<file path="src/rtl/id_ex_stage.sv">
// Decode-to-execute pipeline register: drives regfile read addresses, captures
// operands with write-back bypass, and keeps held operands current during stalls.
module id_ex_stage #(
  parameter int XLEN   = 32,
  parameter int CTRL_W = 16
) (
  input  logic              clk,
  input  logic              rst,
  input  logic              in_valid,
  output logic              in_ready,
  input  logic [XLEN-1:0]   in_pc,
  input  logic [4:0]        in_rs1,
  input  logic [4:0]        in_rs2,
  input  logic [4:0]        in_rd,
  input  logic [XLEN-1:0]   in_imm,
  input  logic [CTRL_W-1:0] in_ctrl,
  output logic [4:0]        rf_rs1,
  output logic [4:0]        rf_rs2,
  input  logic [XLEN-1:0]   rf_rdata1,
  input  logic [XLEN-1:0]   rf_rdata2,
  input  logic              wb_we,
  input  logic [4:0]        wb_rd,
  input  logic [XLEN-1:0]   wb_wdata,
  input  logic              flush,
  output logic              out_valid,
  input  logic              out_ready,
  output logic [XLEN-1:0]   out_pc,
  output logic [4:0]        out_rs1,
  output logic [4:0]        out_rs2,
  output logic [4:0]        out_rd,
  output logic [XLEN-1:0]   out_op1,
  output logic [XLEN-1:0]   out_op2,
  output logic [XLEN-1:0]   out_imm,
  output logic [CTRL_W-1:0] out_ctrl
);

  logic            cap;
  logic            hold;
  logic            wb_live;
  logic [XLEN-1:0] op1_sel;
  logic [XLEN-1:0] op2_sel;

  assign rf_rs1   = in_rs1;
  assign rf_rs2   = in_rs2;
  assign in_ready = !out_valid || out_ready;
  assign cap      = in_valid && in_ready && !flush;
  assign hold     = out_valid && !out_ready && !flush;
  // x0 writes are architecturally dropped, so they must never bypass or refresh
  assign wb_live  = wb_we && (wb_rd != 5'd0);

  // The regfile write lands on the same edge we sample, so forward it here
  always_comb begin
    // NOTE: every always_comb output gets a default first; a missed branch would infer a latch.
    op1_sel = rf_rdata1;
    op2_sel = rf_rdata2;
    if (in_rs1 == 5'd0)
      op1_sel = '0;
    else if (wb_live && (wb_rd == in_rs1))
      op1_sel = wb_wdata;
    if (in_rs2 == 5'd0)
      op2_sel = '0;
    else if (wb_live && (wb_rd == in_rs2))
      op2_sel = wb_wdata;
  end

  always_ff @(posedge clk or posedge rst) begin
    // NOTE: state uses non-blocking assignments so every register sees pre-edge values.
    if (rst)
      out_valid <= 1'b0;
    else if (flush)
      out_valid <= 1'b0;
    else if (cap)
      out_valid <= 1'b1;
    else if (out_ready)
      out_valid <= 1'b0;
  end

  always_ff @(posedge clk or posedge rst) begin
    // NOTE: the payload is reset too, so execute never sees X before the first capture.
    if (rst) begin
      out_pc   <= '0;
      out_rs1  <= '0;
      out_rs2  <= '0;
      out_rd   <= '0;
      out_op1  <= '0;
      out_op2  <= '0;
      out_imm  <= '0;
      out_ctrl <= '0;
    end else if (cap) begin
      out_pc   <= in_pc;
      out_rs1  <= in_rs1;
      out_rs2  <= in_rs2;
      out_rd   <= in_rd;
      out_op1  <= op1_sel;
      out_op2  <= op2_sel;
      out_imm  <= in_imm;
      out_ctrl <= in_ctrl;
    end else if (hold) begin
      // A stalled instruction must not keep an operand the regfile just overwrote
      if (wb_live && (wb_rd == out_rs1))
        out_op1 <= wb_wdata;
      if (wb_live && (wb_rd == out_rs2))
        out_op2 <= wb_wdata;
    end
  end

endmodule

</file>
<file path="config.mk">
export PLATFORM = sky130hd
export DESIGN_NAME = id_ex_stage
export DESIGN_NICKNAME = d
export VERILOG_FILES = /design/src/rtl/id_ex_stage.sv
export SDC_FILE = /design/constraint.sdc
export NUM_CORES = 1
export LEC_CHECK = 0
export CELL_PAD_IN_SITES_DETAIL_PLACEMENT = 0
export CELL_PAD_IN_SITES_GLOBAL_PLACEMENT = 2
export CORE_MARGIN = 2
export CORE_UTILIZATION = 24
export CTS_BUF_LIST = sky130_fd_sc_hd__clkbuf_8
export DETAILED_ROUTE_END_ITERATION = 8
export PLACE_DENSITY_LB_ADDON = 0.1
export SLEW_MARGIN = 20
export SYNTH_ARGS = -nofsm -noshare
export SYNTH_HDL_FRONTEND = slang
export SYNTH_SLANG_ARGS = --single-unit
</file>
<file path="constraint.sdc">
create_clock -name clk -period 4.9 [get_ports clk]
set_input_delay 0.98 -clock clk [delete_from_list [all_inputs] [get_ports clk]]
set_output_delay 0.98 -clock clk [all_outputs]
set_load 0.01 [all_outputs]
</file>
==> results of run 1 <==
-- where the power goes --
group	internal (mW)	leakage (nW)	switching (mW)
registers	1.57	1.90	0.137
logic	0.802	3.05	0.539
clock network	0.642	0.237	0.532
total	3.01	5.18	1.21
-- worst max-delay path: cells and delay by family --
| family | cells | cell delay (ps) |
|---|---|---|
| buffers and inverters | 2 | 1170 |
| AOI/OAI and AO/OA | 2 | 780 |
| and+or+nand+nor | 2 | 350 |
| muxes | 1 | 260 |
-- area by class of cell --
type                       count  share of cell area
sequential                   160               0.325
timing repair buffer         386               0.313
multi-input combinational    332               0.257
tap                          442              0.0450
clock buffer                  20              0.0224
inverter                      68              0.0211
clock inverter                11              0.0153
antenna                        2            0.000407
-- logic make-up (layout without fill, tap and decap cells) --
group,Yosys count,in the layout,synth area share
other cells,0,2,0
mux,159,159,0.216
xor+xnor,20,20,0.0221
flops,160,160,0.505
simple gates,18,18,0.0172
compound gates,135,135,0.142
buf+inv,129,485,0.0970
-- cell usage in the layout, fill, tap and decap left out, types with 2 or more instances in the layout --
cell	n
mux2i_1	64
a21oi_4	2
xor2_1	16
buf_4	12
clkdlybuf4s50_1	372
clkbuf_8	20
diode_2	2
nor3_2	2
nor2_1	2
mux2_2	95
and3_1	2
or3_1	2
xnor2_1	4
nand4_1	2
a31oi_4	2
bufinv_16	5
clkinvlp_4	2
clkinv_4	2
or4_1	2
a21o_1	64
nor3_1	2
o221ai_1	64
dfrtp_1	160
buf_12	2
inv_1	69
-- final timing paths --
kind | from | endpoint | slack [ps]
hold reg to reg | out_imm[24]$_DFFE_PP0N_ | out_imm[24]$_DFFE_PP0N_ | 510
max in group asynchronous | rst | out_op2[9]$_DFFE_PP0P_ | 3210
setup reg to reg | out_rs2[0]$_DFFE_PP0N_ | out_op2[16]$_DFFE_PP0P_ | 2510
min in group asynchronous | rst | out_op2[26]$_DFFE_PP0P_ | 790
setup / recovery | wb_rd[1] | out_op2[16]$_DFFE_PP0P_ | 1720
hold / removal | out_imm[24]$_DFFE_PP0N_ | out_imm[24]$_DFFE_PP0N_ | 510
-- per-layer routing --
metal,up-vias,wire [um],share of wire,GRT usage
met5,-,12,0.00043,0
met4,2,380,0.013,0.0488
met3,22,2870,0.10,0.0734
met2,238,12800,0.45,0.256
met1,3019,12100,0.43,0.204
li1,2913,-,-,-
-- synth_stat cells --
library cell  instances  area, um^2
buf_6                22         248
nor4_4                1        21.3
nor3_1                2        10.0
xor2_1               16         140
nand2_1               1        3.75
a21oi_1               1        5.00
o221ai_1             64         561
mux2_2               95        1070
nand3b_1              1        7.51
clkbuf_1              6        22.5
buf_2                11        55.1
a31oi_4               2        42.5
and3_1                2        12.5
a21oi_2               3        26.3
dfrtp_1             160        4000
mux2i_1              64         641
a211oi_2              1        12.5
nor2_1                2        7.51
or3_1                 2        12.5
xnor2_1               4        35.0
nand2b_4              1        13.8
nor3_2                2        20.0
nand4_1               2        12.5
or4_1                 2        15.0
buf_8                 3        45.0
buf_4                19         143
a21o_1               64         480
inv_1                68         255
-- per-stage QoR --
step           cells  cell area, um^2  total power, mW   util
2_1_floorplan    621             7930             2.25      -
3_3_place_gp    1387            11800             3.09  0.363
3_5_place_dp    1387            11800             3.09  0.363
4_1_cts         1418            12300             4.31  0.377
5_1_grt         1421            12300             4.47  0.378
6_report        1421            12300             4.22  0.378
-- flip-flops by register name, summed over array words and instances, names as in the netlist --
| signal | count |
|---|---|
| out_ctrl | 16 |
| out_imm | 32 |
| out_op1 | 32 |
| out_op2 | 32 |
| out_pc | 32 |
| out_rd | 5 |
| out_rs1 | 5 |
| out_rs2 | 5 |
| out_valid | 1 |
==> out/metrics.cfg, run 1 <==
[clock_tree]
cts_hold_buf = 0
cts_buffers = 17
cts.repair.resized = 0
htreeDepth = 4
cts_tree = yes
cts-root-buf = clkbuf_8
clockBufferDepth = 2
clock-sinks = 160
cts_setup_buffers = 0
path_clk_slew_ps = 80
clk_latency_ps = 470

[sta]
slew_headroom = 0.366
hold-worst-slack_ps = 506
period_needed_ps = 3180
slew_viol_final = 0
rsz0062_at_grt = no
post-route-period-util = 0.648
setup_tns_ps = 0
hold_violations = 0
setup_ws_ps = 1720
clock.fmax_mhz = 315
worst_slew_pin_slew_ps = 951
skew_ps = 12.5
setup_viol = 0

[setup_path]
required_ps = 5290
cp_slowest_cell = clkdlybuf4s50_1
critPathArrivalTime_ps = 3570
path_cells = clkdlybuf4s50_1 -> nor4_4 -> a211oi_2 -> nand4_1 -> a21oi_4 -> buf_4 -> mux2i_1
critPathCaptureType = register
slowest_delay_ps = 670
path_class = primary input to register
critical_path.startpoint_type = primary input
rr_worst_depth = 6
critPathMaxFanout = 24

[synth]
ys_warn_count = 0
synth-seq-area-share = 0.505
synth_seq_cells = 160
synth_area_um2 = 7920
synth.avg_cell_area_um2 = 12.8
syn_inst = 621
synth.distinct_cells = 28
synth_nets = 823

[layout]
nets = 1167
fillers = 3222
area_delta_synth_final_pct = 55.3
multi_input_area_um2 = 3160
drive_above_1_share = 0.153
seqCellArea_um2 = 4000

[min_path]
hold_path.class = register to register
worstHoldPathCells = 1

[power_and_ir_drop]
p_per_area_nw_per_um2 = 343
p_leak_nw = 5.18
vdd.ir_drop.worst_uv = 189

[drt]
post_drt_wl_per_cell_um = 19.8
drtIter0Drc = 232
vias_per_cell = 4.36
first_pass_iters = 4
via_count = 6194
detail-route-antenna-nets = 0
finalWirelength_mm = 28.2
post-route-drc-count = 0

[floorplan]
chipWidth_um = 186
initial_utilization = 0.243
die_area_um2 = 34500
row_count = 66
die_h_um = 186
core_area_um2 = 32500
io_pins = 373

[grt]
track_usage = 0.164
grt_max_degree = 87
grt_pass1_wl_mm = 41.9
grt_pass1_vias = 6681
grt_overflow = 0
antenna_found_initial = 3

[place]
pre_cts_ws_ps = 1160
io_buffers = 372
routabilityCongestion = 0.716
dp.final_hpwl_mm = 20.0

[run_status]
status = finished, final reports clean

[job]
maxCapViolCount = 0

No activity file was read; power rests on OpenSTA's default activity.
==> run 2: changes to the inputs <==
==> constraint.sdc (replaced) <==
create_clock -name clk -period 2.85 [get_ports clk]
set_input_delay 0.57 -clock clk [delete_from_list [all_inputs] [get_ports clk]]
set_output_delay 0.57 -clock clk [all_outputs]
set_load 0.01 [all_outputs]
==> out/metrics.cfg, run 2 (same netlist as run 1, synthesis figures left out) <==
[floorplan]
row_count = 66
core_area_um2 = 32500
die_h_um = 186
initial_utilization = 0.243
die_area_um2 = 34500
io_pins = 373
chipWidth_um = 186

[layout]
final_common_cell = clkdlybuf4s50_1
fillers = 3265
nets = 1177
area_delta_synth_final_pct = 57.5
drive_above_1_share = 0.159
n_antenna_cell = 0
final_cell_mix = 372 x clkdlybuf4s50_1, 160 x dfrtp_1, 95 x mux2_2

[setup_path]
critPathTopFamily = buffers and inverters
path_buf_inv = 3
r2r-start = out_valid$_DFFE_PP0P_
rr_endpoint = out_op1[1]$_DFFE_PP0P_
crit_top_cell = clkdlybuf4s50_1
critPathMaxFanout = 3
slowest_delay_ps = 560
required_ps = 2280
timing.reg2reg.setup_slack_ps = 860
critical_path.startpoint_type = primary input
path_cells = clkdlybuf4s50_1 -> buf_4 -> clkdlybuf4s50_1
critPathCaptureType = output pin
rr_worst_depth = 7
critPathArrivalTime_ps = 1750
path_class = primary input to output pin
cp_slowest_cell = clkdlybuf4s50_1

[drt]
via_count = 6166
first_pass_iters = 4
post-route-drc-count = 0
post_drt_wl_per_cell_um = 19.4
detail-route-antenna-nets = 0
drtIter0Drc = 168
vias_per_cell = 4.32
finalWirelength_mm = 27.7

[place]
io_buffers = 372
pre_cts_ws_ps = 23.0
routabilityCongestion = 0.707
dp.final_hpwl_mm = 20.2

[power_and_ir_drop]
p_clk_frac = 0.268
vdd.ir_drop.worst_uv = 286
p_per_area_nw_per_um2 = 575
internal-power_mw = 5.12
switchingPower_mw = 2.06
p_seq_frac = 0.408
swShare = 0.287
p_comb_frac = 0.325
p_leak_nw = 5.26

[grt]
track_usage = 0.160
antenna_found_initial = 2
grt_overflow = 0
grt_pass1_wl_mm = 41.1
grt_max_degree = 95
grt_pass1_vias = 6679

[clock_tree]
clk_latency_ps = 470
cts-root-buf = clkbuf_8
cts.repair.resized = 0
cts_buffers = 17
cts_hold_buf = 0
clock-sinks = 160
cts_setup_buffers = 0
path_clk_slew_ps = 80
cts_tree = yes
clockBufferDepth = 2
htreeDepth = 4

[sta]
setup_viol = 0
slew_headroom = 0.624
setup_tns_ps = 0
setup_ws_ps = 535
slew_viol_final = 0
worst_slew_pin_slew_ps = 564
clock.fmax_mhz = 432
hold_violations = 0
post-route-period-util = 0.812
skew_ps = 21.7
rsz0062_at_grt = no
period_needed_ps = 2320
hold-worst-slack_ps = 507

[min_path]
worstHoldPathCells = 1
hold_path.class = register to register
min_from = out_imm[19]$_DFFE_PP0N_
min_to = out_imm[19]$_DFFE_PP0N_

[run_status]
status = finished, final reports clean

[job]
maxCapViolCount = 0

-- run 2: cell types whose count changed in the layout (fill, tap and decap cells not counted) --
cell and change:
buf_12 +11, buf_4 -1, clkbuf_8 -3, clkinv_4 -1, clkinvlp_4 +1, diode_2 -2
inv_6 +1
-- run 2: worst reg2reg max path: cells and delay by family (launching register included) --
family / cells / cell delay [ps]
buf+inv: 2 / 560
simple gates: 2 / 410
mux: 1 / 160
flops: 1 / 410
compound gates: 2 / 370
-- run 2: power groups by stage --
| stage | Sequential [mW] | Clock, mW | Combinational, mW |
|---|---|---|---|
| after detailed placement | 2.97 | 0 | 2.36 |
| after floorplan | 3.16 | 0 | 0.717 |
| final | 2.93 | 1.92 | 2.33 |
| after global routing | 2.99 | 2.10 | 2.52 |
| after CTS | 2.94 | 2.02 | 2.38 |
| after global placement | 2.96 | 0 | 2.38 |
-- run 2: metal layers --
metal  GRT usage  vias to the layer above  part of all wire
met5           0                        -           0.00097
met4      0.0413                        4             0.012
met1       0.194                     2975              0.42
met3      0.0747                       20              0.11
met2       0.256                      245              0.46
li1            -                     2922                 -
-- run 2: layout make-up --
class	instances	area [um^2]	area share
clock buffer	17	234	0.0188
clock inverter	12	195	0.0156
inverter	68	259	0.0208
multi-input combinational	332	3160	0.254
sequential	160	4000	0.321
tap	442	553	0.0443
timing repair buffer	396	4070	0.326
-- run 2: through the flow --
| stage | power, mW | instances | area (um^2) | utilization |
|---|---|---|---|---|
| floorplan | 3.87 | 621 | 7930 | - |
| global placement | 5.34 | 1398 | 12000 | 0.370 |
| detailed placement | 5.33 | 1398 | 12000 | 0.370 |
| CTS | 7.34 | 1427 | 12500 | 0.383 |
| global route | 7.60 | 1427 | 12500 | 0.383 |
| finish | 7.18 | 1427 | 12500 | 0.383 |
-- run 2: how the worst max path moves through the flow --
stage	startpoint	endpoint	slack [ps]	depth (start not counted)
detailed placement	wb_rd[3]	out_op2[14]$_DFFE_PP0P_	20	7
global placement	wb_rd[3]	out_op2[29]$_DFFE_PP0P_	20	7
finish	in_rs2[1]	rf_rs2[1]	530	3
CTS	in_rs2[4]	rf_rs2[4]	510	2
global route	wb_rd[3]	out_op2[29]$_DFFE_PP0P_	420	7
floorplan	rst	out_ctrl[0]$_DFFE_PP0N_	250	1
==> run 3: changes to the inputs <==
--- a/config.mk
+++ b/config.mk
@@ -8,7 +8,7 @@
 export CELL_PAD_IN_SITES_DETAIL_PLACEMENT = 0
 export CELL_PAD_IN_SITES_GLOBAL_PLACEMENT = 2
 export CORE_MARGIN = 2
-export CORE_UTILIZATION = 24
+export CORE_UTILIZATION = 26
 export CTS_BUF_LIST = sky130_fd_sc_hd__clkbuf_8
 export DETAILED_ROUTE_END_ITERATION = 8
 export PLACE_DENSITY_LB_ADDON = 0.1
==> constraint.sdc (replaced) <==
create_clock -name clk -period 2.3 [get_ports clk]
set_input_delay 0.46 -clock clk [delete_from_list [all_inputs] [get_ports clk]]
set_output_delay 0.46 -clock clk [all_outputs]
set_load 0.01 [all_outputs]
==> out/metrics.cfg, run 3 (same netlist as run 1, synthesis figures left out) <==
[run_status]
status = finished, final reports clean

[layout]
multi_input_area_um2 = 3160
drive_above_1_share = 0.179
area_delta_synth_final_pct = 58.7
nets = 1198
final_common_cell = clkdlybuf4s50_1
fillers = 2918
seqCellArea_um2 = 4000
final_cell_mix = 372 x clkdlybuf4s50_1, 160 x dfrtp_1, 95 x mux2_2
fin_cells = 1401

[clock_tree]
cts-root-buf = clkbuf_8
htreeDepth = 4
path_clk_slew_ps = 100
cts_hold_buf = 0
cts_tree = yes
clk_latency_ps = 470
cts.repair.resized = 0
cts_setup_buffers = 0
cts_buffers = 17
clockBufferDepth = 2
clock-sinks = 160

[drt]
first_pass_iters = 4
vias_per_cell = 4.51
detail-route-antenna-nets = 0
post_drt_wl_per_cell_um = 20.1
finalWirelength_mm = 28.2
drtIter0Drc = 303
via_count = 6315
post-route-drc-count = 0

[power_and_ir_drop]
p_per_area_nw_per_um2 = 691
vdd.ir_drop.worst_uv = 344
p_leak_nw = 5.35
finalPower_mw = 8.68

[sta]
post-route-period-util = 0.939
hold_violations = 0
rsz0062_at_grt = no
skew_ps = 13.0
period_needed_ps = 2160
slew_viol_final = 0
slew_headroom = 0.665
clock.fmax_mhz = 463
setup_viol = 0
worst_slew_pin_slew_ps = 502

[grt]
grt_pass1_vias = 6795
grt_pass1_wl_mm = 41.7
antenna_found_initial = 4
grt_overflow = 0
grt_max_degree = 52
track_usage = 0.176

[min_path]
hold_path.class = primary input to asynchronous set/reset pin

[setup_path]
critPathArrivalTime_ps = 1700
rr_endpoint = out_op2[26]$_DFFE_PP0P_
critPathCaptureType = output pin
required_ps = 1840
path_cells = clkdlybuf4s50_1 -> nand2b_4 -> buf_4 -> clkdlybuf4s50_1
cp_slowest_cell = clkdlybuf4s50_1
rr_worst_depth = 7
critical_path.startpoint_type = primary input
r2r-start = out_valid$_DFFE_PP0P_
timing.reg2reg.setup_slack_ps = 450
crit_top_cell = clkdlybuf4s50_1
critPathMaxFanout = 4
path_class = primary input to output pin
slowest_delay_ps = 540

[floorplan]
chipWidth_um = 179
die_area_um2 = 31900
core_area_um2 = 29800
row_count = 63
io_pins = 373
die_h_um = 179
initial_utilization = 0.266

[place]
dp.final_hpwl_mm = 20.9
io_buffers = 372
routabilityCongestion = 0.786
dp.cells = 1367

[job]
maxCapViolCount = 0

[run 3: area by class of cell]
| class | instances | area share |
|---|---|---|
| Timing Repair Buffer | 417 | 0.340 |
| Sequential cell | 160 | 0.318 |
| Multi-Input combinational cell | 332 | 0.252 |
| Tap cell | 390 | 0.0388 |
| Inverter | 68 | 0.0206 |
| Clock buffer | 18 | 0.0197 |
| Clock inverter | 14 | 0.0105 |
| Antenna cell | 2 | 0.000398 |
[run 3: worst max-delay path by stage]
stage	from	end	cells past startpoint	slack (ps)
3_3_place_gp	wb_rd[2]	out_op1[19]$_DFFE_PP0P_	8	-180
3_5_place_dp	wb_rd[4]	out_op2[15]$_DFFE_PP0P_	8	-260
6_report	out_ready	in_ready	4	140
2_1_floorplan	rst	out_ctrl[0]$_DFFE_PP0N_	1	-190
5_1_grt	out_valid$_DFFE_PP0P_	in_ready	3	100
4_1_cts	in_rs2[3]	rf_rs2[3]	3	120
[run 3: power by group]
| group | switching [mW] | total (mW) | leakage (nW) | internal (mW) |
|---|---|---|---|---|
| Sequential | 0.295 | 3.63 | 1.90 | 3.34 |
| Combinational | 1.17 | 2.94 | 3.26 | 1.77 |
| Clock | 1.21 | 2.11 | 0.192 | 0.905 |
[run 3: stage by stage]
step	worst slack [ps]	area [um^2]	hold WS, ps	setup TNS (ps)	util
finish	141	12600	366	0	0.422
global route	100	12600	367	0	0.422
detailed placement	-260	12200	493	-13760	0.409
global placement	-178	12200	487	-10090	0.409
floorplan	-189	7930	523	-30210	-
CTS	117	12600	346	0	0.422
[run 3: routing by layer]
metal  GRT usage  vias to the layer above  part of all wire
li1            -                     2976                 -
met1       0.210                     3064              0.41
met2       0.285                      257              0.47
met3      0.0870                       14              0.11
met4      0.0420                        4            0.0088
met5           0                        -           0.00096
[run 3: critical path, delay by kind of cell]
kind	cells	cell delay, ps
buf+inv	3	1130
simple gates	1	120
